File: src/rtl/ch2_tone_gen_pkg.sv
// ch2_tone_gen_pkg
//   Shared APU definitions used by the channel 2 tone core and the reusable
//   length counter: default widths, duty selector encoding and duty patterns.
package ch2_tone_gen_pkg;

  localparam int FREQ_W_DEF = 11;
  localparam int LEN_W_DEF  = 6;

  typedef enum logic [1:0] {
    DUTY_12 = 2'd0,
    DUTY_25 = 2'd1,
    DUTY_50 = 2'd2,
    DUTY_75 = 2'd3
  } duty_sel_e;

  // Bit n of each entry is the wave level at sequencer step n.
  localparam logic [7:0] DUTY_PAT [0:3] = '{
    8'b1000_0000,   // 12.5 %: high on step 7
    8'b1000_0001,   // 25 %  : high on steps 0,7
    8'b1110_0001,   // 50 %  : high on steps 0,5,6,7
    8'b0111_1110    // 75 %  : high on steps 1..6
  };

endpackage

File: src/rtl/ch2_tone_gen_if.sv
// ch2_tone_gen_if
//   Connection between the channel 2 register block / frame sequencer
//   (master) and the channel 2 tone core (slave).
//   master drives: tick_freq, tick_len, duty_sel, len_load, len_wr, freq,
//                  trig, len_en, dac_en
//   slave drives : ch2_on, duty_out, duty_step, ch2_ftick
interface ch2_tone_gen_if
  import ch2_tone_gen_pkg::*;
#(
  parameter int FREQ_W = FREQ_W_DEF,
  parameter int LEN_W  = LEN_W_DEF
);

  logic              tick_freq;
  logic              tick_len;
  duty_sel_e         duty_sel;
  logic [LEN_W-1:0]  len_load;
  logic              len_wr;
  logic [FREQ_W-1:0] freq;
  logic              trig;
  logic              len_en;
  logic              dac_en;

  logic              ch2_on;
  logic              duty_out;
  logic [2:0]        duty_step;
  logic              ch2_ftick;

  modport master (
    output tick_freq, tick_len, duty_sel, len_load, len_wr, freq, trig,
           len_en, dac_en,
    input  ch2_on, duty_out, duty_step, ch2_ftick
  );

  modport slave (
    input  tick_freq, tick_len, duty_sel, len_load, len_wr, freq, trig,
           len_en, dac_en,
    output ch2_on, duty_out, duty_step, ch2_ftick
  );

endinterface

File: src/rtl/apu_len_ctr.sv
// apu_len_ctr
//   Up-counting length counter with expired flag, shared by the APU channels.
//   Ports:
//     clk, napu_reset : clock, synchronous active-low reset
//     load, load_val  : register write strobe and reload value
//     trig            : channel trigger (restarts an expired counter from 0)
//     tick, en        : length clock enable and length enable bit
//     expire          : one-cycle pulse when the counter wraps to 0
module apu_len_ctr
  import ch2_tone_gen_pkg::*;
#(
  parameter int LEN_W = LEN_W_DEF
) (
  input  logic             clk,
  input  logic             napu_reset,
  input  logic             load,
  input  logic [LEN_W-1:0] load_val,
  input  logic             trig,
  input  logic             tick,
  input  logic             en,
  output logic             expire
);

  logic [LEN_W-1:0] lcnt_q, lcnt_d;
  logic             expired_q, expired_d;

  // Ordering inside one cycle: load beats everything; otherwise the trigger
  // restart is applied first and the tick then counts from the result.
  always_comb begin
    // NOTE: defaults first so every path assigns each output (no latch).
    lcnt_d    = lcnt_q;
    expired_d = expired_q;
    expire    = 1'b0;
    if (load) begin
      lcnt_d    = load_val;
      expired_d = 1'b0;
    end else begin
      if (trig && expired_q) begin
        lcnt_d    = '0;
        expired_d = 1'b0;
      end
      if (tick && en && !expired_d) begin
        if (lcnt_d == '1) begin
          lcnt_d    = '0;
          expired_d = 1'b1;
          expire    = 1'b1;
        end else begin
          lcnt_d = lcnt_d + LEN_W'(1);
        end
      end
    end
  end

  // NOTE: reset is synchronous, so it only takes effect on a clk edge.
  always_ff @(posedge clk) begin
    if (!napu_reset) begin
      // NOTE: state updates use <= so all flops see pre-edge values.
      lcnt_q    <= '0;
      expired_q <= 1'b0;
    end else begin
      lcnt_q    <= lcnt_d;
      expired_q <= expired_d;
    end
  end

endmodule

File: src/rtl/ch2_tone_gen.sv
// ch2_tone_gen
//   Channel 2 tone core: frequency timer, 8-step duty sequencer and (when
//   CH2_LENGTH_EN is defined) the length counter. All outputs are registered.
//   Ports:
//     clk        : APU clock
//     napu_reset : synchronous active-low reset
//     bus        : ch2_tone_gen_if.slave (register fields, strobes, status)
//   Build option: CH2_LENGTH_EN adds the length counter; without it the
//   length inputs are ignored and ch2_on drops only on reset or dac_en=0.
module ch2_tone_gen
  import ch2_tone_gen_pkg::*;
#(
  parameter int FREQ_W = FREQ_W_DEF,
  parameter int LEN_W  = LEN_W_DEF
) (
  input  logic           clk,
  input  logic           napu_reset,
  ch2_tone_gen_if.slave  bus
);

  logic [FREQ_W-1:0] ftmr_q, ftmr_d;
  logic [2:0]        duty_step_q, duty_step_d;
  logic              ch2_on_q, ch2_on_d;
  logic              duty_out_q, duty_out_d;
  logic              ch2_ftick_q, ch2_ftick_d;
  logic              len_expire;

`ifdef CH2_LENGTH_EN
  apu_len_ctr #(.LEN_W(LEN_W)) u_len_ctr (
    .clk        (clk),
    .napu_reset (napu_reset),
    .load       (bus.len_wr),
    .load_val   (bus.len_load),
    .trig       (bus.trig),
    .tick       (bus.tick_len),
    .en         (bus.len_en),
    .expire     (len_expire)
  );
`else
  logic unused_len_inputs;
  assign unused_len_inputs = ^{bus.tick_len, bus.len_wr, bus.len_load, bus.len_en};
  assign len_expire        = 1'b0;
`endif

  always_comb begin
    ftmr_d      = ftmr_q;
    duty_step_d = duty_step_q;
    ch2_ftick_d = 1'b0;
    ch2_on_d    = ch2_on_q;

    // Trigger reloads the timer and swallows a coincident frequency tick.
    // freq is only sampled at reloads, so writes never disturb a period.
    if (bus.trig) begin
      ftmr_d   = bus.freq;
      ch2_on_d = bus.dac_en;
    end else if (bus.tick_freq) begin
      if (ftmr_q == '1) begin
        ftmr_d      = bus.freq;
        ch2_ftick_d = 1'b1;
        duty_step_d = duty_step_q + 3'd1;
      end else begin
        ftmr_d = ftmr_q + FREQ_W'(1);
      end
    end

    // Length expiry and DAC off override the trigger enable.
    if (len_expire) ch2_on_d = 1'b0;
    if (!bus.dac_en) ch2_on_d = 1'b0;

    // Registered from next-state so level, step and enable stay coherent.
    duty_out_d = ch2_on_d & DUTY_PAT[bus.duty_sel][duty_step_d];
  end

  always_ff @(posedge clk) begin
    if (!napu_reset) begin
      ftmr_q      <= '0;
      duty_step_q <= '0;
      ch2_on_q    <= 1'b0;
      duty_out_q  <= 1'b0;
      ch2_ftick_q <= 1'b0;
    end else begin
      ftmr_q      <= ftmr_d;
      duty_step_q <= duty_step_d;
      ch2_on_q    <= ch2_on_d;
      duty_out_q  <= duty_out_d;
      ch2_ftick_q <= ch2_ftick_d;
    end
  end

  assign bus.ch2_on    = ch2_on_q;
  assign bus.duty_out  = duty_out_q;
  assign bus.duty_step = duty_step_q;
  assign bus.ch2_ftick = ch2_ftick_q;

endmodule

File: src/flat_wrapper.sv
// flat-port wrapper written by rule: the top's interface ports become plain ports
module ch2_tone_gen_flat import ch2_tone_gen_pkg::*;
#(
  parameter int FREQ_W = FREQ_W_DEF,
  parameter int LEN_W  = LEN_W_DEF
)
  (clk, napu_reset, bus_tick_freq, bus_tick_len, bus_duty_sel, bus_len_load, bus_len_wr, bus_freq, bus_trig, bus_len_en, bus_dac_en, bus_ch2_on, bus_duty_out, bus_duty_step, bus_ch2_ftick);
  ch2_tone_gen_if #(.FREQ_W(FREQ_W), .LEN_W(LEN_W)) bus_i ();
  input  logic clk;
  input  logic napu_reset;
  input wire logic [$bits(bus_i.tick_freq)-1:0] bus_tick_freq;
  input wire logic [$bits(bus_i.tick_len)-1:0] bus_tick_len;
  input wire logic [$bits(bus_i.duty_sel)-1:0] bus_duty_sel;
  input wire logic [$bits(bus_i.len_load)-1:0] bus_len_load;
  input wire logic [$bits(bus_i.len_wr)-1:0] bus_len_wr;
  input wire logic [$bits(bus_i.freq)-1:0] bus_freq;
  input wire logic [$bits(bus_i.trig)-1:0] bus_trig;
  input wire logic [$bits(bus_i.len_en)-1:0] bus_len_en;
  input wire logic [$bits(bus_i.dac_en)-1:0] bus_dac_en;
  output wire logic [$bits(bus_i.ch2_on)-1:0] bus_ch2_on;
  output wire logic [$bits(bus_i.duty_out)-1:0] bus_duty_out;
  output wire logic [$bits(bus_i.duty_step)-1:0] bus_duty_step;
  output wire logic [$bits(bus_i.ch2_ftick)-1:0] bus_ch2_ftick;
  assign bus_i.tick_freq = bus_tick_freq;
  assign bus_i.tick_len = bus_tick_len;
  assign bus_i.duty_sel = bus_duty_sel;
  assign bus_i.len_load = bus_len_load;
  assign bus_i.len_wr = bus_len_wr;
  assign bus_i.freq = bus_freq;
  assign bus_i.trig = bus_trig;
  assign bus_i.len_en = bus_len_en;
  assign bus_i.dac_en = bus_dac_en;
  assign bus_ch2_on = bus_i.ch2_on;
  assign bus_duty_out = bus_i.duty_out;
  assign bus_duty_step = bus_i.duty_step;
  assign bus_ch2_ftick = bus_i.ch2_ftick;
  ch2_tone_gen #(.FREQ_W(FREQ_W), .LEN_W(LEN_W)) u_core (.clk(clk), .napu_reset(napu_reset), .bus(bus_i));
endmodule
File: config.mk
export PLATFORM = sky130hd
export DESIGN_NAME = ch2_tone_gen_flat
export DESIGN_NICKNAME = d
export VERILOG_FILES = /design/src/rtl/ch2_tone_gen_pkg.sv /design/src/rtl/ch2_tone_gen_if.sv /design/src/rtl/apu_len_ctr.sv /design/src/rtl/ch2_tone_gen.sv /design/src/flat_wrapper.sv
export SDC_FILE = /design/constraint.sdc
export NUM_CORES = 1
export LEC_CHECK = 0
export CORE_MARGIN = 3
export CORE_UTILIZATION = 52
export CTS_BUF_LIST = sky130_fd_sc_hd__clkbuf_2
export CTS_CLUSTER_SIZE = 14
export DETAILED_ROUTE_END_ITERATION = 16
export PLACE_DENSITY = 0.88
export SYNTH_ARGS = -nofsm -noshare
export SYNTH_HDL_FRONTEND = slang
export SYNTH_SLANG_ARGS = --single-unit
File: constraint.sdc
create_clock -name clk -period 5.8 [get_ports clk]
set_input_delay 0.87 -clock clk [delete_from_list [all_inputs] [get_ports clk]]
set_output_delay 0.87 -clock clk [all_outputs]
set_load 0.005 [all_outputs]
# Word-level counts from Yosys, hierarchy flattened
# Cells that the tools add are included.
[word_totals]
reg_bits = 17
out_inout_bits = 6
wordCells = 30
[classes]
n_addsub = 2
n_lt_le_gt_ge = 2
eq_ne = 1
muxes = 14
bitwise_logic = 4
n_reduce_logical = 2
[op_table]
columns = ["operator", "n"]
rows = [
  ["$mux 11", 3],
  ["$bmux 8 s2", 1],
  ["$mux 8", 2],
  ["$add 11x1->11 const B", 1],
  ["$eq 11x11->1 const B", 1],
  ["$mux 3", 3],
  ["$lt 3x4->1 const B", 1],
  ["$mux 1", 4],
  ["$add 3x1->3 const B", 1],
  ["$bmux 1 s3", 1],
  ["$ge 3x3->1 const B", 1],
  ["$not 2->3", 1],
  ["$reduce_or 3->1", 1],
  ["$not 1->1", 2],
  ["$reduce_bool 2->1", 1],
  ["$and 1x1->1", 1],
]

# Longest topological paths before layout
[depth]
ltp_word = 7
ltp_mapped = 7
ltp_nobuf = 7

# Worst setup path after synthesis
# Ideal clock, no wire load.
[synth_timing]
path_kind = "input to register"
start = "input bus_trig"
end = "register u_core.duty_out_q (netlist: u_core.bus.duty_out)"
arrival_ns = 2.068
t_required_ns = 5.676
path_slack_ns = 3.608
stages = 6
path_buffers = 1
cell_sequence = "buf_2 > nor4_4 > nor3_1 > o31a_1 > o21ai_1 > a21oi_1"
[synth_via]
elab_chain_cells = 4
[synth_rtl]
columns = ["element", "line_no", "rtl"]
rows = [
  ["start: declaration", "flat_wrapper.sv:17", "input wire logic [$bits(bus_i.trig)-1:0] bus_trig;"],
  ["$mux 3", "ch2_tone_gen.sv:53", "if (bus.trig) begin"],
  ["$bmux 1 s3", "ch2_tone_gen.sv:71", "duty_out_d = ch2_on_d & DUTY_PAT[bus.duty_sel][duty_step_d];"],
  ["$mux 1 (implied by the code)", "ch2_tone_gen.sv:71", ""],
  ["$and 1x1->1 *", "ch2_tone_gen.sv:71", ""],
  ["end signal: assignment", "ch2_tone_gen.sv:85", "duty_out_q <= duty_out_d;"],
  ["end: declaration", "ch2_tone_gen.sv:24", "logic duty_out_q, duty_out_d;"],
]
# Mark *: on every way between the ends. The rest lies on a longest branch, timed or not. The select of a mux whose other input is x is not followed.
# A chain may end at the register's enable or synchronous reset.

# Worst setup path after layout
# Same ends and word-level chain as after synthesis.

==> impl_metrics.yaml <==
status:
  status: "finished, final reports clean"
logic_synthesis:
  syn-num-nets: 167
  synth_top_cell_area_share: 0.310
  avgSynthCellArea_sq_um: 8.08
  post-synth-top-area-cell: "dfxtp_1"
  ys_seq_elements: 17
  yosysUniqueCellTypes: 48
  ys_top_cells_by_area: "dfxtp_1, nand2_1, nor2_1, a21oi_1, ha_1"
  yosys_warnings: 0
  synth_seq_area_share: 0.310
  async_reset_ff_frac: 0
  synth_most_common_cell: "nand2_1"
  netlist_instances: 136
  synth_area_sq_um: 1100
  synth_enable_flop_cells: 0
  synth_common_cells: "nand2_1, dfxtp_1, nor2_1"
  synth-main-ff-cell: "dfxtp_1"
place:
  dp_slack_ns: 2.67
  io_buffer_count: 23
  gp_congestion: 0.864
  place_hpwl_um: 1900
finish:
  area_growth_pct: 23.7
  post-route-util: 0.686
  num_antenna_cells: 0
  final_nets: 189
  layout-drive-gt1-share: 0.0892
floorplanning:
  pin_count: 33
  start_util: 0.554
  core.rowCount: 16
  die_w_um: 52.0
  die-area_sq_um: 2700
  coreArea_sq_um: 1980
  die_h_um: 52.0
critical_path:
  cp_data_arrival_time_ns: 3.01
  worstPathCellList: "clkdlybuf4s50_1 -> nor4_4 -> nor3_1 -> o31a_1 -> o21ai_1 -> a21oi_1"
  path_delay_family: "simple AND/OR/NAND/NOR gates"
  path_max_fanout: 18
  critPathRequiredTime_ns: 6.00
  critical_path_class: "in2reg"
  start_kind: "input port"
  max_stage_delay_ns: 0.75
  slowest_stage: "clkdlybuf4s50_1"
  end_kind: "flip-flop"
  critPathBufInv: 1
pwr:
  p_sw_frac: 0.283
  seq_power_share: 0.579
  power_density_nw_per_um2: 165
  comb_power_share: 0.182
  p_switching_uw: 63.6
  ir_drop_mv: 0.123
  power.total_uw: 225
  p_int_uw: 161
  p_leak_nw: 0.516
  pwr-share-clk: 0.239
route:
  antenna_left: 0
  wl_per_cell_um: 14.2
  drc: 0
  drt_first_pass_iters: 4
  drtIter0Drc: 77
  vias: 1128
  viasPerCell: 6.13
  totalWireLength_um: 2600
clock_network:
  cts_hold_buffers: 0
  cts_resized: 0
  clkTransAtPathRegs_ns: 0.17
  clock_latency_ns: 0.29
  cts_tree: "yes"
  cts_num_sinks: 17
  root_buffer: "clkbuf_2"
  clk_path_buf_depth: 2
  htreeDepth: 1
  postCtsSetupBuffers: 0
  numCtsBuffers: 3
timing:
  hold_viol: 0
  fmaxAchievable_mhz: 356
  fin_ws_ns: 2.99
  tns_ns: 0
  worst_clock_skew_ns: 0.00162
  finalCritPeriodShare: 0.484
  worst_pin_slew_ns: 0.684
  rsz0062_at_grt: "no"
  relSlewSlack: 0.542
  setup_violations: 0
  maxSlewViolCount: 0
  fin_crit_ns: 2.81
grt:
  grt_start_max_net_pins: 19
  grt_pass1_vias: 1012
  antenna_found_initial: 0
  gr-total-overflow: 0
  grt_usage: 0.218
  grt_pass1_wl_um: 4520
hold_path:
  hp-class: "reg2reg"
run:
  cap_violations: 0
[path summary, 6_finish.rpt]
path / startpoint / endpoint / slack (ns) / cells after the start
worst max register to register: u_core.ftmr_q[0] / u_core.bus.duty_out / 3.54 / 7
worst min-delay path: u_core.bus.ch2_on / u_core.bus.ch2_on / 0.53 / 2
worst min register to register: u_core.bus.ch2_on / u_core.bus.ch2_on / 0.53 / 2
worst max-delay path: bus_trig / u_core.bus.duty_out / 2.99 / 6
[cell usage in the layout, fill, tap and decap left out, drive strengths merged, types with 4 or more instances in the layout]
cell type / instances
nor2: 16
a21oi: 10
clkdlybuf4s50: 23
nor3: 4
nand2: 19
ha: 4
o21ai: 5
dfxtp: 17
[through the flow]
stage | instances | instance area [sq um] | hold slack (ns)
final | 184 | 1360 | 0.529
after global routing | 184 | 1360 | 0.585
after CTS | 184 | 1360 | 0.541
after detailed placement | 180 | 1340 | 0.503
after global placement | 180 | 1340 | 0.490
after floorplan | 136 | 1100 | 0.471
[worst reg2reg max path, delay by kind of cell, from the launching register on]
| family | cells | cell delay (ns) |
|---|---|---|
| DFF | 1 | 0.42 |
| adders and majority gates | 1 | 0.31 |
| and+or+nand+nor | 3 | 0.88 |
| AOI/OAI and AO/OA | 3 | 0.55 |
[flip-flops by register name (all words and copies together), names as in the netlist]
| name | cells |
|---|---|
| u_core.bus.ch2_ftick | 1 |
| u_core.bus.ch2_on | 1 |
| u_core.bus.duty_out | 1 |
| u_core.bus.duty_step | 3 |
| u_core.ftmr_q | 11 |
[power groups by stage]
stage | registers [mW] | logic [mW] | clock network, mW
floorplan | 0.131 | 0.0227 | 0
global placement | 0.132 | 0.0385 | 0
detailed placement | 0.132 | 0.0406 | 0
CTS | 0.130 | 0.0408 | 0.0568
global route | 0.131 | 0.0451 | 0.0608
finish | 0.130 | 0.0409 | 0.0538
[metal layers]
metal | global-route usage | up-vias | wire (um)
li1 | - | 541 | -
met5 | 0 | - | 0
met2 | 0.372 | 55 | 1260
met1 | 0.279 | 520 | 1110
met4 | 0.0611 | 0 | 36
met3 | 0.0344 | 12 | 198
[logic make-up (layout without fill, tap and decap cells)]
family	Yosys count	after routing	synth area share
buf+inv	9	30	0.0319
simple gates	64	64	0.322
fa+ha+maj	4	4	0.0456
compound gates	37	37	0.243
mux	3	3	0.0319
flops	17	17	0.310
xor+xnor	2	2	0.0159
[layout make-up]
class / count / area (sq um)
Clock inverter: 1 / 5.00
Timing Repair Buffer: 23 / 230
Tap cell: 27 / 33.8
Inverter: 3 / 11.3
Sequential cell: 17 / 340
Multi-Input combinational cell: 110 / 723
Clock buffer: 3 / 15.0
Fill cell: 166 / 623
Note: power is estimated with default switching activity, not from simulation.
